<file path="src/rtl/spi_serializer_gen.sv">
// SPI master transmit serializer fed from a show-ahead FIFO (CPHA=0, CPOL/bit order configurable).
// Optional MISO capture path enabled by defining SPI_MISO_CAPTURE_EN.
module spi_serializer_gen #(
  parameter int unsigned DATA_WIDTH = 8,
  parameter int unsigned CLK_DIV    = 2,
  parameter bit          LSB_FIRST  = 1'b0,
  parameter bit          CPOL       = 1'b0
) (
  input  logic                  clk,
  input  logic                  rst_n,
  input  logic                  empty,
  input  logic [DATA_WIDTH-1:0] read_data,
`ifdef SPI_MISO_CAPTURE_EN
  input  logic                  miso,
  output logic [DATA_WIDTH-1:0] rx_data,
  output logic                  rx_valid,
`endif
  output logic                  read_en,
  output logic                  sclk,
  output logic                  mosi,
  output logic                  cs_n,
  output logic                  busy,
  output logic                  done
);

  localparam int unsigned BCW = $clog2(DATA_WIDTH + 1);
  localparam logic [BCW-1:0] BC_FULL  = BCW'(DATA_WIDTH);
  localparam logic [BCW-1:0] BC_LAST  = BCW'(1);
  localparam logic [7:0]     DIV_LAST = 8'(CLK_DIV - 1);

  typedef enum logic [1:0] {
    IDLE,
    LOAD,
    SHIFT,
    COMPLETE
  } state_t;

  state_t                state;
  logic [DATA_WIDTH-1:0] shift_reg;
  logic [BCW-1:0]        bit_counter;
  logic [7:0]            div_cnt;

  logic                  first_bit;
  logic                  next_bit;
  logic [DATA_WIDTH-1:0] shifted;
  logic                  div_wrap;

`ifdef SPI_MISO_CAPTURE_EN
  logic [DATA_WIDTH-1:0] rx_shift;
  logic [DATA_WIDTH-1:0] rx_next;
`endif

  // Output end of the shift register depends on bit order; the register
  // always moves toward that end so the next bit is its neighbour.
  always_comb begin
    if (LSB_FIRST) begin
      first_bit = read_data[0];
      next_bit  = shift_reg[1];
      shifted   = shift_reg >> 1;
    end else begin
      first_bit = read_data[DATA_WIDTH-1];
      next_bit  = shift_reg[DATA_WIDTH-2];
      shifted   = shift_reg << 1;
    end
  end

`ifdef SPI_MISO_CAPTURE_EN
  always_comb begin
    if (LSB_FIRST) rx_next = {miso, rx_shift[DATA_WIDTH-1:1]};
    else           rx_next = {rx_shift[DATA_WIDTH-2:0], miso};
  end
`endif

  assign div_wrap = (div_cnt == DIV_LAST);

  always_ff @(posedge clk) begin
    if (!rst_n) begin
      state       <= IDLE;
      read_en     <= 1'b0;
      done        <= 1'b0;
      busy        <= 1'b0;
      cs_n        <= 1'b1;
      sclk        <= CPOL;
      mosi        <= 1'b0;
      shift_reg   <= '0;
      bit_counter <= '0;
      div_cnt     <= '0;
`ifdef SPI_MISO_CAPTURE_EN
      rx_shift    <= '0;
      rx_data     <= '0;
      rx_valid    <= 1'b0;
`endif
    end else begin
      read_en  <= 1'b0;
      done     <= 1'b0;
`ifdef SPI_MISO_CAPTURE_EN
      rx_valid <= 1'b0;
`endif
      case (state)
        IDLE: begin
          if (!empty) begin
            state   <= LOAD;
            read_en <= 1'b1;
            busy    <= 1'b1;
            cs_n    <= 1'b0;
          end
        end

        LOAD: begin
          state       <= SHIFT;
          shift_reg   <= read_data;
          mosi        <= first_bit;
          bit_counter <= BC_FULL;
          div_cnt     <= '0;
        end

        SHIFT: begin
          if (div_wrap) begin
            div_cnt <= '0;
            sclk    <= ~sclk;
            if (sclk == CPOL) begin
              // Leading edge: slave samples here, so mosi must stay put.
`ifdef SPI_MISO_CAPTURE_EN
              rx_shift <= rx_next;
`endif
            end else begin
              shift_reg   <= shifted;
              mosi        <= next_bit;
              bit_counter <= bit_counter - 1'b1;
              if (bit_counter == BC_LAST) begin
                state <= COMPLETE;
                done  <= 1'b1;
`ifdef SPI_MISO_CAPTURE_EN
                rx_data  <= rx_shift;
                rx_valid <= 1'b1;
`endif
              end
            end
          end else begin
            div_cnt <= div_cnt + 8'd1;
          end
        end

        COMPLETE: begin
          if (!empty) begin
            state   <= LOAD;
            read_en <= 1'b1;
          end else begin
            state <= IDLE;
            busy  <= 1'b0;
            cs_n  <= 1'b1;
            mosi  <= 1'b0;
          end
        end

        default: state <= IDLE;
      endcase
    end
  end

endmodule
</file>
<file path="config.mk">
export PLATFORM = sky130hd
export DESIGN_NAME = spi_serializer_gen
export DESIGN_NICKNAME = d
export VERILOG_FILES = /design/src/rtl/spi_serializer_gen.sv
export SDC_FILE = /design/constraint.sdc
export NUM_CORES = 1
export LEC_CHECK = 0
export CORE_MARGIN = 2
export CORE_UTILIZATION = 49
export DETAILED_ROUTE_END_ITERATION = 7
export GPL_TIMING_DRIVEN = 0
export PLACE_DENSITY_LB_ADDON = 0.1
export SLEW_MARGIN = 30
export SYNTH_ARGS = -nofsm -noshare
export SYNTH_HDL_FRONTEND = slang
export SYNTH_SLANG_ARGS = --single-unit
export TNS_END_PERCENT = 1
</file>
<file path="constraint.sdc">
create_clock -name clk -period 1.64 [get_ports clk]
set_clock_uncertainty 0.15 [all_clocks]
set_input_delay 0.328 -clock clk [delete_from_list [all_inputs] [get_ports clk]]
set_output_delay 0.328 -clock clk [all_outputs]
set_load 0.05 [all_outputs]
</file>
# Yosys cells after proc, flatten, opt, wreduce, memory -nomap -nowiden
# Index checks and enable logic that the tools add are counted.
[totals]
latchBits = 0
mem_bits_ro = 0
register_bits = 27
input_bits = 11
mem_bits_rw = 0
memories = 0
[classes]
magnitude_cmp = 0
shifts = 0
div = 0
n_eq_ne = 10
bitwise = 1
muxes = 25
mul = 0
addsub = 2
reduce_logical = 12
[ops]
columns = ["operator", "n"]
rows = [
  ["$pmux 8 s2", 1],
  ["$mux 7", 2],
  ["$pmux 7 s2", 1],
  ["$reduce_and 4->1", 3],
  ["$ne 2x2->1 const B", 5],
  ["$mux 1", 9],
  ["$add 8x1->8 const B", 1],
  ["$eq 8x1->1 const B", 1],
  ["$mux 2", 4],
  ["$mux 4", 2],
  ["$mux 8", 1],
  ["$pmux 2 s4", 1],
  ["$pmux 4 s2", 1],
  ["$reduce_and 3->1", 2],
  ["$eq 2x2->1 const B", 2],
  ["$eq 4x1->1 const B", 1],
  ["$pmux 1 s2", 2],
  ["$reduce_and 2->1", 2],
  ["$reduce_bool 2->1", 2],
  ["$sub 4x1->4 const B", 1],
  ["$pmux 1 s3", 1],
  ["$reduce_bool 3->1", 1],
  ["$eq 2x1->1 const B", 1],
  ["$logic_not 2->1", 1],
  ["2 further kinds", 2],
]

# Depth between registers and ports, before layout
# Gate-level depths: netlist of run 1.
[logic_depth]
depth_word = 5
depth_mapped = 7

# Least setup slack after synthesis of run 1
# OpenSTA, ideal clock, no wires.
[synth_path]
path_kind = "reg2reg"
start = "register sclk"
end = "register bit_counter[2]"
arrival_ns = 1.649
setup_slack_ns = -0.281
stages_incl_launch_ff = 5
path_buffers = 0
period_less_slack_ns = 1.921
path_cell_list = "dfxtp_1 -> nor4b_2 -> nand3_1 -> and4_4 -> a311o_1"
[synth_via]
elab_chain_cells = 2
[synth_lines]
columns = ["item", "line", "text"]
rows = [
  ["from (decl)", "19", "output logic sclk,"],
  ["from (signal assigned)", "120", "sclk <= ~sclk;"],
  ["$ne 2x2->1 (no line)", "n/a", ""],
  ["$reduce_and 3->1 (no line)", "n/a", ""],
  ["to (signal assigned)", "129", "bit_counter <= bit_counter - 1'b1;"],
  ["to (decl)", "40", "logic [BCW-1:0] bit_counter;"],
]
# Every way passes these cells.
# A chain may end at the register's enable or synchronous reset.

# Final worst setup path of run 1
[layout_path]
start = "register div_cnt[1]"
end = "register state[0]"
[layout_via]
elab_chain_cells = 3
[layout_lines]
columns = ["item", "line", "text"]
rows = [
  ["from (decl)", "41", "logic [7:0] div_cnt;"],
  ["from (signal assigned)", "140", "div_cnt <= div_cnt + 8'd1;"],
  ["$eq 8x1->1", "74", "assign div_wrap = (div_cnt == DIV_LAST);"],
  ["$ne 2x2->1 (no line)", "n/a", ""],
  ["$reduce_and 4->1 (no line)", "n/a", ""],
  ["to (signal assigned)", "78", "state <= IDLE;"],
  ["to (signal assigned)", "102", "state <= LOAD;"],
  ["to (signal assigned)", "110", "state <= SHIFT;"],
  ["to (decl)", "38", "state_t state;"],
]
# Every way passes these cells.

==> results of run 1 <==
-- layout by cell type (no fill, tap or decap), types with 2 or more instances in the layout --
| cell | n |
|---|---|
| nand3b_1 | 2 |
| dfxtp_4 | 3 |
| nand4_1 | 3 |
| clkbuf_4 | 3 |
| ha_4 | 2 |
| dfxtp_1 | 23 |
| a21oi_1 | 12 |
| buf_6 | 3 |
| nand3_1 | 4 |
| nor4_1 | 2 |
| xnor2_1 | 3 |
| inv_4 | 2 |
| o21ai_0 | 4 |
| inv_1 | 6 |
| nand2_1 | 16 |
| nor3_1 | 5 |
| clkdlybuf4s50_1 | 10 |
| ha_1 | 6 |
| nor4b_4 | 2 |
| a211oi_1 | 5 |
| clkbuf_1 | 3 |
| clkdlybuf4s15_2 | 4 |
| a22oi_1 | 2 |
| mux2i_1 | 9 |
| buf_4 | 5 |
| nor2_1 | 12 |
| clkbuf_2 | 3 |
| xor2_1 | 4 |
-- kinds of logic (layout without fill, tap and decap cells) --
logic type               count (synthesis)  count (layout)
adder cells (fa/ha/maj)                  8               8
buffers and inverters                   15              40
XOR/XNOR                                 7               7
AND/OR/NAND/NOR                         53              53
multiplexers                             9               9
flip-flops                              27              27
AO/OA/AOI/OAI                           34              34
-- routing by layer --
layer / share of wire / vias to the layer above / wire length, µm / GRT usage
li1: - / 599 / - / -
met1: 0.47 / 568 / 1320 / 0.244
met2: 0.49 / 21 / 1360 / 0.299
met3: 0.030 / 4 / 84 / 0.0227
met4: 0.011 / 0 / 32 / 0.0598
met5: 0 / - / 0 / 0
-- cell type report --
class / instances / area, µm² / area share
buffer: 6 / 42.5 / 0.0244
clock buffer: 4 / 26.3 / 0.0151
inverter: 9 / 38.8 / 0.0223
multi-input combinational: 111 / 845 / 0.485
sequential: 27 / 553 / 0.318
tap: 31 / 38.8 / 0.0223
timing repair buffer: 21 / 196 / 0.113
-- power groups by stage --
stage / sequential (mW) / clock (mW) / combinational [mW]
after floorplan: 0.986 / 0 / 0.802
after global placement: 0.897 / 0 / 1.13
after detailed placement: 0.906 / 0 / 1.15
after CTS: 0.893 / 0.291 / 1.24
after global routing: 0.906 / 0.309 / 1.43
final: 0.890 / 0.276 / 1.30
-- critical path, cell delays in order, from the launching register on --
cell	delay, ns
dfxtp_4	0.38
inv_4	0.03
ha_4	0.14
nor4b_4	0.12
buf_4	0.17
a21bo_1	0.17
buf_6	0.14
and3_4	0.16
a221oi_2	0.23
-- worst paths after layout --
check / from / to / slack [ns] / cells past startpoint
worst min-delay path: shift_reg[0] / shift_reg[0] / 0.34 / 2
worst min register to register: shift_reg[0] / shift_reg[0] / 0.34 / 2
worst max register to register: div_cnt[1] / state[0] / -0.13 / 8
worst max-delay path: div_cnt[1] / state[0] / -0.13 / 8
-- metrics by stage --
| stage | power, mW | worst slack (ns) |
|---|---|---|
| 4_1_cts | 2.42 | -0.156 |
| 6_report | 2.47 | -0.129 |
| 5_1_grt | 2.65 | -0.195 |
| 3_5_place_dp | 2.06 | -0.326 |
| 3_3_place_gp | 2.02 | -0.250 |
| 2_1_floorplan | 1.79 | -0.00212 |
-- what timing repair did --
action	in CTS	in global routing
setup endpoints to repair	30	26
pin swaps	8	5
hold endpoints to repair	0	0
resized for setup	27	9
buffers inserted	4	2
==> out/results.tsv, run 1 <==
metric	value	unit
count of placed standard cells including taps	200	
placed standard-cell area	1620	µm²
Main synth FF type	dfxtp_1	
number of synthesized flops with an enable pin	0	
Net Count, Synth	172	
Clock Power Share	0.112	
HPWL Detailed	2100	µm
combined global-route utilization of all metal layers	0.180	
CTS Buf Count	3	
most common cell in the netlist	dfxtp_1	
Post-Layout Cell Count	209	
biggest area contributors in the synthesized netlist	dfxtp_1, ha_1, mux2i_1, a21oi_1, nand2_1	
Post-Synthesis Cells	153	
pin count of the biggest net entering global routing	15	
via count of the routed design	1192	
clock latency at the later pin of the worst-skew pair	0.31	ns
average cell area after synthesis	9.08	µm²
proportion of netlist area held by the largest area contributor	0.389	
share of synthesized registers carrying an async set or reset	0	
Final Hold Vio Count	0	
initial core utilization	0.508	
worst hold-check slack	0.345	ns
layout cells sized above 1	0.213	
adder-cell share of the synthesized area	0.0721	
distinct cell type count after synthesis	39	
global-route wire length before repair	4700	µm
aggregate routed wire length	2790	µm
Leak Pwr	0.628	nW
number of synthesized register bits	27	
post-route worst setup slack	-0.129	ns
fraction of the core area covered by cells at the end of the flow	0.637	
power per cell area	1420	nW/µm²
layout overhead on the synthesized area	25.3	%
crit path time final	1.77	ns
Ys Warns	0	
average wire length per cell after detail routing	13.4	µm
Post-route DRC	0	
floorplan row count	19	
parity-gate share of the synthesized area counting xor and xnor cells	0.0441	
antenna violations before repair	0	
core outline area	2730	µm²
Clock Root Buffer	clkbuf_4	
mux contribution to synthesized area	0.0649	
transition at the pin with the smallest max-transition slack	0.526	ns
Total Neg Setup Slack	-0.339	ns
largest family of logic cells by synthesized area	simple AND/OR/NAND/NOR gates	
crit start category	flip-flop	
fraction of the cycle the final worst path needs	1.08	
kind of end point of the critical path	flip-flop	
switching part of the total	0.407	
number of buffers inserted for hold repair after clock tree synthesis	0	
commonest cells in the synthesized netlist	dfxtp_1, nand2_1, a21oi_1, nor2_1, mux2i_1	
fraction of power consumed by combinational cells	0.528	
simple-gate share of the synthesized area	0.205	
x dimension of the die	57.2	µm
worst-path maximum fanout	10	
I/O pin count	17	
total iterations of the first detailed-routing run	4	
iteration-0 DRC count of the detailed router	37	
Die Y-Extent	57.2	µm
final count of negative-setup-slack endpoints	11	
unrepaired setup endpoints after global routing	true	
final net count	198	
Layout fillers	232	
Yosys top cell by area	dfxtp_1	
worst hold path class	flip-flop to flip-flop	
Crit path arrival time	1.85	ns
number of antenna cells inserted	0	
RD Place Congestion	0.806	
data required time of the worst path	1.72	ns
classification of the worst setup path	flip-flop to flip-flop	
sequential cell fraction of total power	0.361	
highest ir drop seen on vdd	1.13	mV
final design instance area without fill	1740	µm²
buffer levels on the longest clock path	2	
number of max-cap violations	0	
sequential-to-total area share from yosys stat	0.389	
internal cell power	1.46	mW
Port-buffer cells	16	
clock tree from TritonCTS	done	
Vias/cell	5.70	
violations in the final reports	negative setup slack	
clock tree sinks	27	
Clock transition at path regs	0.14	ns
Clock H-tree levels	1	
Largest register FFs	8	
Sw Pwr	1.00	mW
result of the run	complete, but fails checks	
via count of the first global-routing pass	1035	
total congestion overflow after global routing	0	
total standard cell area after synthesis	1390	µm²
number of routed nets with antenna violations	0	
compound-gate portion of the synthesized area	0.177	
number of pins exceeding their max-slew limit in the final report	0	
max frequency	0.565	GHz
tightest slew margin relative to the limit	0.649	
Die ar.	3280	µm²
No activity file was read; power rests on OpenSTA's default activity.
==> run 2: changes to the inputs <==
- CAP_MARGIN: unset -> 15
- MAX_ROUTING_LAYER: unset -> met4
==> out/results.tsv, run 2 (synthesis gave the netlist of run 1 again) <==
metric	value	unit
antenna violations before repair	0	
x dimension of the die	57.2	µm
final net count	198	
Post-route DRC	0	
buffer levels on the longest clock path	2	
Die Y-Extent	57.2	µm
transition at the pin with the smallest max-transition slack	0.523	ns
crit path time final	1.77	ns
Worst path slowest cell	dfxtp_4	
worst hold-check slack	0.344	ns
pin count of the biggest net entering global routing	15	
total congestion overflow after global routing	0	
final count of negative-setup-slack endpoints	12	
layout overhead on the synthesized area	25.3	%
power per cell area	1420	nW/µm²
CTS Buf Count	3	
Crit path arrival time	1.85	ns
dominant delay contributor by cell family on the critical path	compound AO/OA/AOI/OAI gates	
fraction of the cycle the final worst path needs	1.08	
initial core utilization	0.508	
post-route worst setup slack	-0.130	ns
total iterations of the first detailed-routing run	4	
number of routed nets with antenna violations	0	
CP Cell Sequence	inv_4 > ha_4 > nor4b_4 > buf_4 > a21bo_1 > buf_6 > and3_4 > a221oi_2	
via count of the first global-routing pass	1036	
average wire length per cell after detail routing	13.3	µm
highest ir drop seen on vdd	1.13	mV
clock tree sinks	27	
Port-buffer cells	16	
Final Hold Vio Count	0	
Leak Pwr	0.628	nW
I/O pin count	17	
clock latency at the later pin of the worst-skew pair	0.31	ns
worst hold path class	flip-flop to flip-flop	
CP Buf/Inv Count	3	
layout cells sized above 1	0.213	
tightest slew margin relative to the limit	0.651	
aggregate routed wire length	2790	µm
Clock H-tree levels	1	
classification of the worst setup path	flip-flop to flip-flop	
top library cells by usage in the layout, fill and taps aside	dfxtp_1, nand2_1, nor2_1, a21oi_1, clkdlybuf4s50_1	
clock tree from TritonCTS	done	
number of pins exceeding their max-slew limit in the final report	0	
core outline area	2730	µm²
RD Place Congestion	0.818	
iteration-0 DRC count of the detailed router	25	
number of antenna cells inserted	0	
longest individual stage delay on the worst path	0.38	ns
Vias/cell	5.67	
minimum setup slack after placement	-0.326	ns
result of the run	complete, but fails checks	
Layout fillers	232	
Clock Root Buffer	clkbuf_4	
crit start category	flip-flop	
kind of end point of the critical path	flip-flop	
worst-path maximum fanout	10	
most common cell after layout, fill and taps aside	dfxtp_1	
Total Neg Setup Slack	-0.356	ns
floorplan row count	19	
Largest register FFs	8	
Die ar.	3280	µm²
data required time of the worst path	1.72	ns
global-route wire length before repair	4700	µm
HPWL Detailed	2100	µm
violations in the final reports	negative setup slack	
unrepaired setup endpoints after global routing	true	
max frequency	0.565	GHz
number of max-cap violations	0	
combined global-route utilization of all metal layers	0.186	
via count of the routed design	1186	
Clock transition at path regs	0.14	ns
-- run 2: per-stage QoR --
step / std cells / power, mW / instance area (µm²) / utilization
after floorplan: 153 / 1.79 / 1420 / -
after global placement: 200 / 2.02 / 1620 / 0.592
after detailed placement: 200 / 2.06 / 1620 / 0.592
after CTS: 208 / 2.42 / 1710 / 0.627
after global routing: 209 / 2.65 / 1740 / 0.637
final: 209 / 2.47 / 1740 / 0.637
-- run 2: path summary, 6_finish.rpt --
check,end,depth (start not counted),from,slack [ns]
worst max-delay path,state[0],8,div_cnt[1],-0.13
worst min-delay path,shift_reg[0],2,shift_reg[0],0.34
worst max register to register,state[0],8,div_cnt[1],-0.13
worst min register to register,shift_reg[0],2,shift_reg[0],0.34
-- run 2: area by class of cell --
| cell class | count | area, µm² | area share |
|---|---|---|---|
| Tap cell | 31 | 38.8 | 0.0223 |
| Clock buffer | 4 | 26.3 | 0.0151 |
| Buffer | 6 | 42.5 | 0.0244 |
| Sequential cell | 27 | 553 | 0.318 |
| Inverter | 9 | 38.8 | 0.0223 |
| Multi-Input combinational cell | 111 | 845 | 0.485 |
| Timing Repair Buffer | 21 | 196 | 0.113 |
-- run 2: worst min-delay path: stages (launching register included) --
cell     delay [ns]
dfxtp_1        0.34
nand2_1        0.05
o32ai_1        0.07
-- run 2: repair_timing --
item	4_1_cts	5_1_grt
endpoints found under the setup margin	30	26
gates resized for setup	27	9
pin swaps	8	5
setup buffers	4	2
hold buffers	0	0
-- run 2: power by group --
part,switching [mW],internal (mW)
Sequential,0.0927,0.797
Combinational,0.731,0.571
Clock,0.181,0.0949
Total,1.00,1.46
-- run 2: routing by layer --
layer  wire [µm]  global-route usage  vias up  part of all wire
met1        1330               0.245      565              0.48
met4          34              0.0598        0             0.012
met5           0                   -        -                 0
met2        1360               0.299       17              0.49
li1            -                   -      600                 -
met3          66              0.0204        4             0.024
